--- src/rtl/skew_feeder_if.sv ---
`default_nettype none
// ----------------------------------------------------------------------
// skew_feeder_if : load handshake and skewed stream bus of skew_feeder
// rev 1.0
// ----------------------------------------------------------------------
interface skew_feeder_if #(
   parameter int ROWS       = 8,
   parameter int DATA_WIDTH = 8
);
   logic                                 clear;
   logic                                 load_valid;
   logic                                 load_ready;
   logic signed [ROWS-1:0][DATA_WIDTH-1:0] load_data;
   logic                                 stream_en;
   logic signed [ROWS-1:0][DATA_WIDTH-1:0] data_out;
   logic [ROWS-1:0]                      out_valid;
   logic                                 tile_done;
   logic                                 busy;

   modport master (
      output clear, load_valid, load_data, stream_en,
      input  load_ready, data_out, out_valid, tile_done, busy
   );

   modport slave (
      input  clear, load_valid, load_data, stream_en,
      output load_ready, data_out, out_valid, tile_done, busy
   );
endinterface
`default_nettype wire

--- src/rtl/skew_feeder.sv ---
`default_nettype none
// ----------------------------------------------------------------------
// skew_feeder : double-buffered A-operand skew buffer, row r delayed r cycles
// rev 1.0
// ----------------------------------------------------------------------
module skew_feeder #(
   parameter int ROWS       = 8,
   parameter int DEPTH      = 8,
   parameter int DATA_WIDTH = 8
) (
   input  logic          clk,
   input  logic          rst,
   skew_feeder_if.slave  bus
);
   localparam int KW = (DEPTH > 1) ? $clog2(DEPTH) : 1;
   localparam int TW = (DEPTH + ROWS - 1 > 1) ? $clog2(DEPTH + ROWS - 1) : 1;
   localparam logic [KW-1:0] K_LAST = KW'(DEPTH - 1);
   localparam logic [TW-1:0] T_LAST = TW'(DEPTH + ROWS - 2);

   typedef logic [ROWS-1:0][DATA_WIDTH-1:0] col_t;

   col_t            mem [2][DEPTH];
   logic [1:0]      full;
   logic            wb;
   logic            rb;
   logic [KW-1:0]   wk;
   logic [TW-1:0]   t;
   col_t            data_q;
   col_t            rd;
   logic [ROWS-1:0] valid_q;
   logic [ROWS-1:0] win;
   logic            done_q;
   logic            accept;
   logic            advance;

   assign bus.load_ready = !full[wb];
   assign bus.data_out   = data_q;
   assign bus.out_valid  = valid_q;
   assign bus.tile_done  = done_q;
   assign bus.busy       = |full;

   assign accept  = bus.load_valid && !full[wb] && !bus.clear;
   assign advance = bus.stream_en && full[rb] && !bus.clear;

   // One extra bit so r+DEPTH never overflows the window comparison.
   generate
      for (genvar r = 0; r < ROWS; r++) begin : g_row
         logic [TW:0]   t_ext;
         logic [TW:0]   rel;
         logic [KW-1:0] col;
         assign t_ext  = {1'b0, t};
         assign rel    = t_ext - (TW+1)'(r);
         assign win[r] = (t_ext >= (TW+1)'(r)) && (t_ext < (TW+1)'(r + DEPTH));
         assign col    = KW'(rel);
         assign rd[r]  = mem[rb][col][r];
      end
   endgenerate

   always_ff @(posedge clk) begin
      if (accept) begin
         mem[wb][wk] <= bus.load_data;
      end
   end

   always_ff @(posedge clk or posedge rst) begin
      if (rst) begin
         full    <= 2'b00;
         wb      <= 1'b0;
         rb      <= 1'b0;
         wk      <= '0;
         t       <= '0;
         data_q  <= '0;
         valid_q <= '0;
         done_q  <= 1'b0;
      end else if (bus.clear) begin
         full    <= 2'b00;
         wb      <= 1'b0;
         rb      <= 1'b0;
         wk      <= '0;
         t       <= '0;
         data_q  <= '0;
         valid_q <= '0;
         done_q  <= 1'b0;
      end else begin
         done_q <= 1'b0;
         if (accept) begin
            if (wk == K_LAST) begin
               wk       <= '0;
               wb       <= ~wb;
               full[wb] <= 1'b1;
            end else begin
               wk <= wk + 1'b1;
            end
         end
         // A completing load always targets the bank opposite the one freed here.
         if (advance) begin
            for (int r = 0; r < ROWS; r++) begin
               data_q[r] <= win[r] ? rd[r] : '0;
            end
            valid_q <= win;
            if (t == T_LAST) begin
               t        <= '0;
               rb       <= ~rb;
               full[rb] <= 1'b0;
               done_q   <= 1'b1;
            end else begin
               t <= t + 1'b1;
            end
         end else if (bus.stream_en) begin
            data_q  <= '0;
            valid_q <= '0;
         end
      end
   end
endmodule
`default_nettype wire

--- src/flat_wrapper.sv ---
// flat-port wrapper written by rule: the top's interface ports become plain ports
module skew_feeder_flat 
#(
   parameter int ROWS       = 8,
   parameter int DEPTH      = 8,
   parameter int DATA_WIDTH = 8
)
  (clk, rst, bus_clear, bus_load_valid, bus_load_data, bus_stream_en, bus_load_ready, bus_data_out, bus_out_valid, bus_tile_done, bus_busy);
  skew_feeder_if #(.ROWS(ROWS), .DATA_WIDTH(DATA_WIDTH)) bus_i ();
  input  logic clk;
  input  logic rst;
  input wire logic [$bits(bus_i.clear)-1:0] bus_clear;
  input wire logic [$bits(bus_i.load_valid)-1:0] bus_load_valid;
  input wire logic [$bits(bus_i.load_data)-1:0] bus_load_data;
  input wire logic [$bits(bus_i.stream_en)-1:0] bus_stream_en;
  output wire logic [$bits(bus_i.load_ready)-1:0] bus_load_ready;
  output wire logic [$bits(bus_i.data_out)-1:0] bus_data_out;
  output wire logic [$bits(bus_i.out_valid)-1:0] bus_out_valid;
  output wire logic [$bits(bus_i.tile_done)-1:0] bus_tile_done;
  output wire logic [$bits(bus_i.busy)-1:0] bus_busy;
  assign bus_i.clear = bus_clear;
  assign bus_i.load_valid = bus_load_valid;
  assign bus_i.load_data = bus_load_data;
  assign bus_i.stream_en = bus_stream_en;
  assign bus_load_ready = bus_i.load_ready;
  assign bus_data_out = bus_i.data_out;
  assign bus_out_valid = bus_i.out_valid;
  assign bus_tile_done = bus_i.tile_done;
  assign bus_busy = bus_i.busy;
  skew_feeder #(.ROWS(ROWS), .DEPTH(DEPTH), .DATA_WIDTH(DATA_WIDTH)) u_core (.clk(clk), .rst(rst), .bus(bus_i));
endmodule
--- config.mk ---
export PLATFORM = sky130hd
export DESIGN_NAME = skew_feeder_flat
export DESIGN_NICKNAME = d
export VERILOG_FILES = /design/src/rtl/skew_feeder_if.sv /design/src/rtl/skew_feeder.sv /design/src/flat_wrapper.sv
export SDC_FILE = /design/constraint.sdc
export NUM_CORES = 1
export LEC_CHECK = 0
export ABC_AREA = 1
export BUFFER_PORTS_ARGS = -buffer_cell sky130_fd_sc_hd__buf_2
export CAP_MARGIN = 40
export CORE_ASPECT_RATIO = 1.25
export CORE_MARGIN = 2
export CORE_UTILIZATION = 56
export DETAILED_ROUTE_END_ITERATION = 10
export PLACE_DENSITY = 0.79
export SYNTH_ARGS = -nofsm -noshare
export SYNTH_HDL_FRONTEND = slang
export SYNTH_SLANG_ARGS = --single-unit
export TNS_END_PERCENT = 100
--- constraint.sdc ---
create_clock -name clk -period 5.7 [get_ports clk]
set_input_delay 0 -clock clk [delete_from_list [all_inputs] [get_ports clk]]
set_output_delay 0 -clock clk [all_outputs]
set_load 0.05 [all_outputs]
* After elaboration in Yosys (flattened, before gate mapping)
Memory sizes are Yosys's and may differ from the RTL's. Index checks and enable logic that the tools add are counted.
Storage, ports and cells: register bits after elaboration 84, bits in writable memories 1024, input port bits 69, output and inout bits 75, logic and storage cells 167, memories 1
Operators by class: add/subtract/negate cells 9, order comparisons 30, equality and inequality tests 2, mux-type cells 71, bitwise gates (word level) 14, reductions and logical operators 25
Memories:
- u_core.mem | depth 2, bits a word 512, rd ports 1, clocked after memory_dff 0, wr ports 1, line skew_feeder.sv:22 | col_t mem [2][DEPTH];
Operators by type and width (number):
- 64-bit binary-select mux with 3-bit select | 8
- 512-bit two-way mux | 1
- 64-bit two-way mux | 6
- 64-bit demux with 3-bit select | 1
- 56-bit two-way mux | 2
- 8-bit two-way mux | 13
- 48-bit two-way mux | 2
- 40-bit two-way mux | 2
- 32-bit two-way mux | 2
- 24-bit two-way mux | 2
- 4-bit >= comparator, second input constant | 9
- 3-bit NOT with 4-bit output | 9
- 4-bit < comparator, second input constant | 8
- 16-bit two-way mux | 2
- 4-bit by 3-bit >= comparator with 1-bit output, second input constant | 4
- 1-bit two-way mux | 16
- 1-bit logical AND | 15
- 2-bit two-way mux | 6
- 4-bit two-way mux | 3
- 3-bit subtractor, second input constant | 4
- 3-bit two-way mux | 3
- 4-bit by 1-bit >= comparator with 1-bit output, second input constant | 2
- 4-bit by 2-bit >= comparator with 1-bit output, second input constant | 2
- 2-bit nonzero test | 4
- other kinds (18) | 25

* Logic depth before layout (Yosys ltp)
word-level depth 12, gate-level depth with buffers 13, depth with buffers taken out 9

* Least setup slack after synthesis
No wires, ideal clock.
kind reg-to-reg, start point reg u_core.full[0], end point mem u_core.mem[0][384] in the netlist's numbering, enable pin, setup time 0.565 ns, data arrival time 6.493 ns, path slack -1.358 ns, stages on the path, launching flop included 6, period minus slack after synthesis 7.058 ns, cells stage by stage dfrtp_1 o21ai_0 nand3_1 inv_1 nand2_1 nor3_1
On the way: cells in the longest elaborated chain, start to end 7
Ends and longest elaborated chain:
- from (decl) | line skew_feeder.sv:23 | logic [1:0] full;
- from (signal assigned) | line skew_feeder.sv:67 | full <= 2'b00;
- from (signal assigned) | line skew_feeder.sv:76 | full <= 2'b00;
- from (signal, indexed assignment) | line skew_feeder.sv:90 | full[wb] <= 1'b1;
- 1-bit two-way mux (2 in a row)
- 1-bit logical NOT
- via bus_load_ready | line flat_wrapper.sv:16 | output wire logic [$bits(bus_i.load_ready)-1:0] bus_load_ready;
- 1-bit logical AND (2 in a row) | line skew_feeder.sv:42 | assign accept = bus.load_valid && !full[wb] && !bus.clear;
- 1-bit two-way mux | line skew_feeder.sv:60 | if (accept) begin
- 512-bit two-way mux (implied by the code) | line skew_feeder.sv:61 | mem[wb][wk] <= bus.load_data;
- to (decl) | line skew_feeder.sv:22
The timed path passes the listed nets, and every way through them passes these cells. The select of a mux whose other input is x is not followed.

* Worst setup path after layout
start point reg u_core.t[0], end point reg u_core.data_q (netlist bit u_core.bus.data_out[11])
On the way: cells in the longest elaborated chain, start to end 8, elaborated cells between the ends (all ways) 11, those cells by class add/sub (1); order compare (2); mux (6); bitwise (1); reduce/logical (1)
Ends and longest elaborated chain:
- from (decl) | line skew_feeder.sv:27 | logic [TW-1:0] t;
- from (signal assigned) | line skew_feeder.sv:107 | t <= t + 1'b1;
- 3-bit by 1-bit subtractor with 3-bit output | line skew_feeder.sv:52 | assign rel = t_ext - (TW+1)'(r);
- 3-bit NOT with 4-bit output (implied by the code) | line skew_feeder.sv:55 | assign rd[r] = mem[rb][col][r];
- 64-bit binary-select mux with 3-bit select | line skew_feeder.sv:55
- 16-bit two-way mux (implied by the code) (2 in a row) | line skew_feeder.sv:55
- 8-bit two-way mux * | line skew_feeder.sv:98 | data_q[r] <= win[r] ? rd[r] : '0;
- 64-bit two-way mux * | line skew_feeder.sv:96 | if (advance) begin
- 64-bit two-way mux * | line skew_feeder.sv:75 | end else if (bus.clear) begin
- to (signal, indexed assignment) | line skew_feeder.sv:98
- to (decl) | line skew_feeder.sv:28 | col_t data_q;
Mark *: on every way between the ends. The rest lies on a longest branch, timed or not. The select of a mux whose other input is x is not followed. A chain may end at the register's enable or synchronous reset.

==> impl_results.rst <==
.. list-table::
   :header-rows: 1

   * - Metric
     - Value
   * - Run status
     - complete, no violations
   * - Arr. time, crit path
     - 4220 ps
   * - Cell taking the most area after synthesis
     - sky130_fd_sc_hd__edfxtp_1
   * - Post-synthesis cell type count
     - 32
   * - PostCTS Resize Cnt
     - 0
   * - Wire length of the first global-routing pass
     - 176000 um
   * - Die Footprint
     - 0.0840 mm^2
   * - Fraction of registers with async set or reset after synthesis
     - 7.58%
   * - Critical path's slowest cell
     - sky130_fd_sc_hd__xor2_4
   * - Detail Route Antenna Nets
     - 0
   * - Highest routing layer actually used
     - met5
   * - Largest net degree at the start of global routing
     - 200
   * - Worst setup slack before clock tree synthesis
     - 2210 ps
   * - Share of synthesized area occupied by flip-flops and latches
     - 71.8%
   * - Max frequency
     - 0.277 GHz
   * - Hold crit path type
     - in -> reg
   * - Routed length on met2
     - 57100 um
   * - Lkg Pwr
     - 0.0209 uW
   * - WL met1
     - 42600 um
   * - Finished layout cell area
     - 0.0518 mm^2
   * - Number of global-route vias before repair
     - 30900
   * - WL/cell
     - 21.4 um
   * - Net count after synthesis
     - 4154
   * - Number of port buffers
     - 143
   * - Number of antenna violations at the first check in global routing
     - 3
   * - YS warnings
     - 0
   * - Final weighted congestion in routability-driven placement
     - 0.797
   * - Most area-consuming cells after synthesis
     - sky130_fd_sc_hd__edfxtp_1 (67%), sky130_fd_sc_hd__nand2_1 (11%), sky130_fd_sc_hd__nand3_1 (9.5%), sky130_fd_sc_hd__dfrtp_1 (4.6%), sky130_fd_sc_hd__inv_1 (3.3%)
   * - Critical path peak fanout
     - 80
   * - Final cycle utilization of the critical path
     - 63.4%
   * - TritonCTS buffer count
     - 102
   * - Buffers plus inverters on the worst setup path
     - 3
   * - Final wirelength
     - 116000 um
   * - Maximum cell stage delay along the critical path
     - 670 ps
   * - Total overflow reported by the global router
     - 0
   * - Cell family with most CP delay
     - buffers and inverters
   * - Critical path data required time
     - 6310 ps
   * - Most common flop cell mapped by yosys
     - sky130_fd_sc_hd__edfxtp_1
   * - Maximum vdd drop
     - 0.271 mV
   * - Max-slew headroom
     - 35.4%
   * - Met3 WL
     - 11400 um
   * - RSZ-0062 raised after global routing
     - false
   * - Mean Syn Cell Area
     - 11.2 um^2
   * - TritonCTS Sinks
     - 1108
   * - Fraction of layout cells with a size suffix above 1
     - 9.40%
   * - Clock transition at the register clock pins on the worst setup and hold paths after CTS
     - 70 ps
   * - Ratio of total power to cell area
     - 322 mW/mm^2
   * - Hold violation total from the final report
     - 0
   * - GRT Total Usage
     - 27.7%
   * - Number of buffers inserted for hold repair after clock tree synthesis
     - 70
   * - Cell repeated most along the worst path
     - sky130_fd_sc_hd__nand3_1
   * - Post-Syn Area
     - 0.0457 mm^2
   * - Cell types with the highest counts after synthesis
     - sky130_fd_sc_hd__nand2_1 (1377), sky130_fd_sc_hd__edfxtp_1 (1024), sky130_fd_sc_hd__nand3_1 (872), sky130_fd_sc_hd__inv_1 (408), sky130_fd_sc_hd__buf_2 (149)
   * - H-tree levels
     - 3
   * - DRC violations left
     - 0
   * - Final net count
     - 4326
   * - Portion of synthesized cell area occupied by the leading cell type
     - 67.2%
   * - Post-Route Hold Slack
     - 237 ps
   * - Clk root buf
     - sky130_fd_sc_hd__clkbuf_16
   * - Register bit count reported by yosys
     - 1108
   * - Drt first-iter violations
     - 3696
   * - Number of ports placed on the die boundary
     - 144
   * - Critical Path End Type
     - register
   * - Maxcap violations
     - 0
   * - Core ar.
     - 0.0812 mm^2
   * - Final critical delay including setup and external delays
     - 3610 ps
   * - Synthesized instance count
     - 4071
   * - Die X-Extent
     - 260 um
   * - HPWL reported at the end of detailed placement
     - 61900 um
   * - Vias after detailed routing
     - 31300
   * - Fin util
     - 63.7%
   * - Count of endpoints failing setup in the final report
     - 0
   * - Setup Fix Bufs, Post-CTS
     - 0
   * - Area added between synthesis and finish
     - 13.2%
   * - Later-pin clock latency in the skew report
     - 690 ps
   * - Critical-path cell list
     - inv_8 > buf_16 > ha_1 > xor2_4 > inv_1 > nand3_1 > nand3_1 > nand2_1
   * - Vert. Die Dim
     - 324 um
   * - TritonCTS clock tree
     - yes
   * - Via count normalized by instance count
     - 5.79
   * - Pin slew with the least headroom to its limit
     - 968 ps
   * - FP Rows
     - 117
   * - EDFF count, synth
     - 1024
   * - Starting density of the core
     - 56.3%
   * - Clock tree skew after final layout
     - 30.0 ps
   * - Post-placement cell area
     - 0.0477 mm^2
   * - Number of buffers between clock root and the deepest sink
     - 3
   * - Most frequently used cell type in the post-synthesis netlist
     - sky130_fd_sc_hd__nand2_1
   * - Critical path class
     - reg -> reg
   * - Slew Limit Fails
     - 0
   * - Crit path setup slack, layout
     - 2090 ps
   * - Detailed-router iteration count before antenna repair
     - 6
   * - Final total negative setup slack
     - 0 ps
   * - Setup crit start kind
     - register
==> power by group <==
group	total, uW	switching (uW)	internal [uW]	leakage, uW
logic	883	626	256	0.00888
registers	8960	16.9	8950	0.0104
clock network	6830	2950	3880	0.00164
==> cells in the final DEF (no fill, tap or decap), drive strengths merged <==
| master | instances |
|---|---|
| a21o | 2 |
| o211ai | 1 |
| diode | 2 |
| clkbuf | 140 |
| o22ai | 3 |
| nor3 | 18 |
| dfrtp | 84 |
| a21oi | 2 |
| o21ai | 21 |
| nor2 | 13 |
| bufinv | 9 |
| buf | 217 |
| nand3b | 1 |
| nand3 | 872 |
| edfxtp | 1024 |
| nand4 | 1 |
| inv | 414 |
| xor2 | 2 |
| ha | 14 |
| clkinv | 41 |
| nand2 | 1380 |
| clkinvlp | 2 |
| dlygate4sd3 | 70 |
==> area by class of cell <==
| class | instances | area (um^2) |
|---|---|---|
| Clock buffer | 140 | 2820 |
| Sequential cell | 1108 | 32900 |
| Multi-Input combinational cell | 2330 | 10300 |
| Antenna cell | 2 | 5.00 |
| Fill cell | 5864 | 29500 |
| Timing Repair Buffer | 287 | 2330 |
| Inverter | 414 | 1570 |
| Clock inverter | 52 | 538 |
| Tap cell | 1071 | 1340 |
==> logic make-up after synthesis <==
kind of cell             synth area share, %
AO/OA/AOI/OAI                          0.342
XOR/XNOR                               0.120
adder cells (fa/ha/maj)                0.383
buffers and inverters                   5.88
flip-flops                              71.8
AND/OR/NAND/NOR                         21.5
==> routing by layer <==
metal,vias up,track usage [%]
met1,15100,35.0
met3,323,4.52
met2,1802,47.1
met5,-,0
li1,14000,-
met4,2,12.6
==> path summary, 6_finish.rpt <==
check	start	end	slack (ps)	depth (start not counted)
max in group asynchronous	rst	u_core.t[1]	4070	6
setup reg to reg	u_core.t[0]	u_core.bus.data_out[11]	2090	8
min in group asynchronous	rst	u_core.bus.tile_done	480	4
hold / removal	bus_load_data[29]	u_core.mem[1][285]	240	2
setup / recovery	u_core.t[0]	u_core.bus.data_out[11]	2090	8
hold reg to reg	u_core.bus.data_out[33]	u_core.bus.data_out[33]	470	2
==> state kept, by name, indices dropped and copies added, names as in the netlist <==
signal	flops
u_core.bus.out_valid	8
u_core.wb	1
u_core.t	4
u_core.mem	1024
u_core.rb	1
u_core.full	2
u_core.bus.data_out	64
u_core.bus.tile_done	1
u_core.wk	3
==> through the flow <==
stage                     cells  power (uW)
after CTS                  5402       16700
final                      5404       16700
after floorplan            4071        9640
after detailed placement   5140        9950
after global routing       5404       17100
after global placement     5124        9900
No activity file was read; power rests on OpenSTA's default activity.
